$ cat src/rtl/floo_mcast_fork.sv
// Multicast fork: presents one upstream flit to every port in a multi-hot route
// mask and consumes it once every selected port has taken it.
module floo_mcast_fork #(
   parameter int unsigned NumRoutes    = 5,
   parameter type         flit_t       = logic,
   parameter int unsigned DropCntWidth = 16
) (
   input  logic                          clk_i,
   input  logic                          rst_ni,
   input  logic                          valid_i,
   output logic                          ready_o,
   input  flit_t                         data_i,
   input  logic [NumRoutes-1:0]          route_sel_i,
   output logic [NumRoutes-1:0]          valid_o,
   input  logic [NumRoutes-1:0]          ready_i,
   output flit_t [NumRoutes-1:0]         data_o,
   output logic                          busy_o,
   output logic [DropCntWidth-1:0]       drop_cnt_o
);

   logic [NumRoutes-1:0]    sent_q;
   logic [NumRoutes-1:0]    sent_d;
   logic [NumRoutes-1:0]    done;
   logic [DropCntWidth-1:0] drop_cnt_q;
   logic [DropCntWidth-1:0] drop_cnt_d;
   logic                    drop;

   always_comb begin
      for (int i = 0; i < NumRoutes; i++) begin
         data_o[i] = data_i;
      end
   end

   // valid_o depends only on upstream and local state, never on ready_i
   assign valid_o = {NumRoutes{valid_i}} & route_sel_i & ~sent_q;
   assign done    = ~route_sel_i | sent_q | ready_i;
   assign ready_o = valid_i & (&done);
   assign busy_o  = |sent_q;
   assign drop    = valid_i & (route_sel_i == '0);

   assign drop_cnt_o = drop_cnt_q;

   always_comb begin
      sent_d     = sent_q;
      drop_cnt_d = drop_cnt_q;
      if (valid_i) begin
         if (ready_o) begin
            sent_d = '0;
         end else begin
            sent_d = sent_q | (valid_o & ready_i);
         end
      end
      if (drop && (drop_cnt_q != '1)) begin
         drop_cnt_d = drop_cnt_q + 1'b1;
      end
   end

   always_ff @(posedge clk_i or negedge rst_ni) begin
      if (!rst_ni) begin
         sent_q     <= '0;
         drop_cnt_q <= '0;
      end else begin
         sent_q     <= sent_d;
         drop_cnt_q <= drop_cnt_d;
      end
   end

`ifndef TARGET_SYNTHESIS
   // Upstream must hold the mask while a flit is partially delivered
   logic [NumRoutes-1:0] route_sel_q;

   always_ff @(posedge clk_i) begin
      route_sel_q <= route_sel_i;
      if (busy_o && (route_sel_i != route_sel_q)) begin
         $warning("floo_mcast_fork: route_sel_i changed during partial delivery");
      end
   end
`endif

endmodule

$ cat config.mk
export PLATFORM = sky130hd
export DESIGN_NAME = floo_mcast_fork
export DESIGN_NICKNAME = d
export VERILOG_FILES = /design/src/rtl/floo_mcast_fork.sv
export SDC_FILE = /design/constraint.sdc
export NUM_CORES = 1
export LEC_CHECK = 0
export CORE_UTILIZATION = 44
export CTS_CLUSTER_DIAMETER = 30
export DETAILED_ROUTE_END_ITERATION = 7
export PLACE_DENSITY = 0.79
export SYNTH_ARGS = -nofsm -noshare
export SYNTH_HDL_FRONTEND = slang
export SYNTH_SLANG_ARGS = --single-unit
$ cat constraint.sdc
create_clock -name clk_i -period 2.1 [get_ports clk_i]
set_clock_uncertainty 0.2 [all_clocks]
set_input_delay 0.42 -clock clk_i [delete_from_list [all_inputs] [get_ports clk_i]]
set_output_delay 0.42 -clock clk_i [all_outputs]
set_load 0.02 [all_outputs]
### Word level (Yosys, flattened, before mapping)

Cells that the tools add are included.

| cells by class | value |
|---|---|
| add/sub/neg operators | 1 |
| equal/unequal tests | 1 |
| multiplexer cells | 1 |
| bitwise operators | 10 |
| reductions and logical operators | 4 |

Operator list:

| operator | number |
|---|---|
| $add 16x1->16 const B | 1 |
| $ne 16x16->1 const B | 1 |
| $and 5x5->5 | 3 |
| $or 5x5->5 | 3 |
| $not 5->5 | 2 |
| $logic_not 5->1 | 1 |
| $mux 5 | 1 |
| $reduce_and 5->1 | 1 |
| $reduce_or 5->1 | 1 |
| $and 1x1->1 | 2 |
| $logic_and 1x1->1 | 1 |

| storage, ports and cells | value |
|---|---|
| register bits after elaboration | 21 |
| input bits | 14 |
| output and inout port bits | 28 |

### Longest topological paths before layout

| depth | value |
|---|---|
| depth in word-level cells | 6 |
| depth in mapped cells | 5 |
| gate-level depth less buffers | 5 |

### Worst setup path after synthesis

OpenSTA, ideal clock, no wires.

| timing | value |
|---|---|
| kind | register -> register |
| start point | register drop_cnt_q[0], in the netlist drop_cnt_o[0] |
| end point | register drop_cnt_q[1], in the netlist drop_cnt_o[1] |
| setup time | 125 ps |
| arrival | 1,700 ps |
| required time | 1,775 ps |
| path slack | 75 ps |
| stages on the path, launching flop included | 6 |
| period minus slack after synthesis | 2,025 ps |
| path through | dfrtp_1 ha_1 nand3_2 nor4_4 nor2_1 mux2_2 |

| on the way | value |
|---|---|
| word-level cells in the longest chain between the ends | 2 |
| elaborated cells on any way between the ends | 3 |
| classes of those cells | 1 x add/sub; 1 x eq/ne; 1 x reduce/logical |

RTL lines:

| what | RTL line | source |
|---|---|---|
| start: declaration | 24 | `logic [DropCntWidth-1:0] drop_cnt_q;` |
| start signal: assignment | 64 | `drop_cnt_q <= drop_cnt_d;` |
| parallel branches: the longest is 2 deep, another holds $add 16x1->16 | n/a |  |

Parallel ways; which one is timed is not known.
A chain may end at the register's enable or synchronous reset.

### Final worst setup path

| timing | value |
|---|---|
| start point | register drop_cnt_q[0], in the netlist drop_cnt_o[0] |
| end point | output port drop_cnt_o[0] |

RTL lines:

| what | RTL line | source |
|---|---|---|
| end: declaration | 18 | `output logic [DropCntWidth-1:0] drop_cnt_o` |

No word-level cell between the ends.

==> reports/results.tsv <==
metric	value	unit
setup TNS	0	ns
routed len/inst	15.1	µm
power density over cell area	602	nW/µm²
Pint	0.729	mW
Worst-path clk slew	0.11	ns
largest net degree at the start of global routing	22	
Crit Path Max Fanout	6	
Final HPWL DP	2080	µm
Slew HR	68.2	%
CP Class	reg -> out	
Reg2Reg Setup Slack	0.20	ns
Post-Synthesis Cells	114	
Tightest Hold Check Type	in -> async	
vias in the first global route	1072	
Worst-Skew Late Latency	0.31	ns
DRT Pass-1 Iters	4	
first-pass GRT wire length	4290	µm
switching share of power	33.2	%
Layout Nets	185	
reg2reg path depth	4	
FP Rows	18	
main area contributors after synthesis	dfrtp_1 (45%), xor2_1 (9.7%), nor4_1 (3.7%), nor4_4 (3.6%), nor2_1 (3.5%)	
via count	1149	
combinational share of power	37.0	%
Synth async-reset ratio	100	%
count leader, synth	dfrtp_1	
Reg power frac	45.2	%
final routed DRC violation total	0	
Seq/Total Area, Yosys	44.7	%
H-tree depth	1	
final wirelength	3000	µm
clock sinks	21	
data required time of the worst path	1.48	ns
Final Total Pwr	1.09	mW
# IOs	42	
Detailed Route Iter0 Violations	37	
EDFF count, synth	0	
max-slew violation count	0	
area leader, netlist	dfrtp_1	
initial antenna violation count	0	
vias per cell	5.77	
Arrival @ worst endpoint	1.42	ns
Tmin final	2.04	ns
share of post-route cells with drive strength above 1	29.0	%
worst slew pin tran	0.475	ns
NetSw	0.362	mW
gr usage total	20.5	%
total gr overflow	0	
flops & latches, synth	21	
synth unique cells	28	
final hold violation count	0	
Worst R2R Start	drop_cnt_o[8]$_DFFE_PN0P_	
worst vdd rail ir drop	0.573	mV
share of the synthesized area in the top cell type	44.7	%
die width	53.7	µm
Leakage	0.932	nW
max-cap violations	0	
Tcrit/Tclk final	96.9	%
DRT antenna net count	0	
starting density of the core	47.0	%
clk buf depth	2	
P&R area growth vs syn	54.2	%
hold slack	0.230	ns
final count of negative-setup-slack endpoints	0	
YS warnings	0	
synth cell count leaders	dfrtp_1 (21), xor2_1 (13), nor2_1 (11)	
Die Ht	53.7	µm
synthesized net count	129	
worst r2r dst	drop_cnt_o[8]$_DFFE_PN0P_	
Avg Cell Area, Syn	10.3	µm²
Num CTS Buffers	3	
fmax	0.491	GHz
crit start category	flip-flop	
DIE AREA	2880	µm²
Synth Cell Area	1170	µm²
CTS tree	done	
Most used DFF post-synth	dfrtp_1	
Root Buffer	clkbuf_4	
routability congestion estimate	0.803	
Port Buffers	35	
crit end category	output port	
clock share of power	17.8	%
area of the core	2500	µm²
status	finished clean	
CTS Hold Bufs	0	
Diodes inserted	0	
## power groups by stage
stage / registers [mW] / logic (mW) / clock network [mW]
final: 0.493 / 0.404 / 0.194
after global routing: 0.500 / 0.440 / 0.215
after CTS: 0.485 / 0.386 / 0.201
after detailed placement: 0.493 / 0.395 / 0
after global placement: 0.490 / 0.385 / 0
after floorplan: 0.532 / 0.143 / 0
## final cells by class
type | count | area, µm²
multi-input combinational | 86 | 712
timing repair buffer | 55 | 499
fill | 196 | 688
sequential | 21 | 526
inverter | 3 | 11.3
clock buffer | 4 | 26.3
tap | 30 | 37.5
## cell usage in the layout, fill, tap and decap left out, types with 4 or more instances in the layout
cell and n:
dfrtp_1 21, buf_4 20, clkdlybuf4s50_1 17, xor2_1 13
nor2_1 11, dlymetal6s2s_1 11, nor3_1 7, nand2_1 6
nand3_1 6, nor4_4 5, buf_2 5, nand4_1 4
a21oi_1 4
## cells by family (layout without fill, tap and decap cells)
logic type,after synthesis,after routing,synth area share [%]
adders and majority gates,1,1,1.06
xor gates and xnor gates,13,13,9.69
DFF,21,21,44.7
muxes,2,2,1.81
and+or+nand+nor,61,62,34.1
buffers and inverters,8,62,4.15
AOI/OAI and AO/OA,8,8,4.47
## worst max-delay path by stage
stage | from | to | slack [ns] | cells after the start
floorplan | drop_cnt_o[0]$_DFFE_PN0P_ | drop_cnt_o[1]$_DFFE_PN0P_ | 0.08 | 5
global placement | route_sel_i[4] | ready_o | -0.59 | 5
detailed placement | route_sel_i[4] | ready_o | -0.60 | 5
CTS | route_sel_i[1] | ready_o | -0.18 | 5
global route | valid_i | drop_cnt_o[14]$_DFFE_PN0P_ | -0.01 | 6
finish | drop_cnt_o[0]$_DFFE_PN0P_ | drop_cnt_o[0] | 0.06 | 2
## sequential cells by signal, indices dropped and copies added, names as in the netlist
register    count
drop_cnt_o     16
sent_q          5
## per-layer routing
layer	track usage [%]	wire (µm)
met3	2.54	170
met5	0	0
met4	7.02	23
met2	38.3	1520
met1	23.8	1280
## stage by stage
| stage | area, µm² | util [%] | setup slack, ns | std cells |
|---|---|---|---|---|
| global route | 1810 | 72.5 | -0.0135 | 199 |
| CTS | 1690 | 67.7 | -0.181 | 197 |
| detailed placement | 1650 | 66.1 | -0.601 | 191 |
| floorplan | 1170 | - | 0.0752 | 114 |
| global placement | 1650 | 66.1 | -0.587 | 191 |
| finish | 1810 | 72.5 | 0.0643 | 199 |
## worst max-delay path: stages (launching register included)
cell and delay, ns:
dfrtp_1 0.37, buf_4 0.14, clkdlybuf4s50_1 0.60
## what timing repair did
item,4_1_cts,5_1_grt
pin swaps,3,3
endpoints found under the setup margin,11,11
resized for setup,30,27
gates cloned,0,1
setup buffers,2,1
No activity file was read; power rests on OpenSTA's default activity.
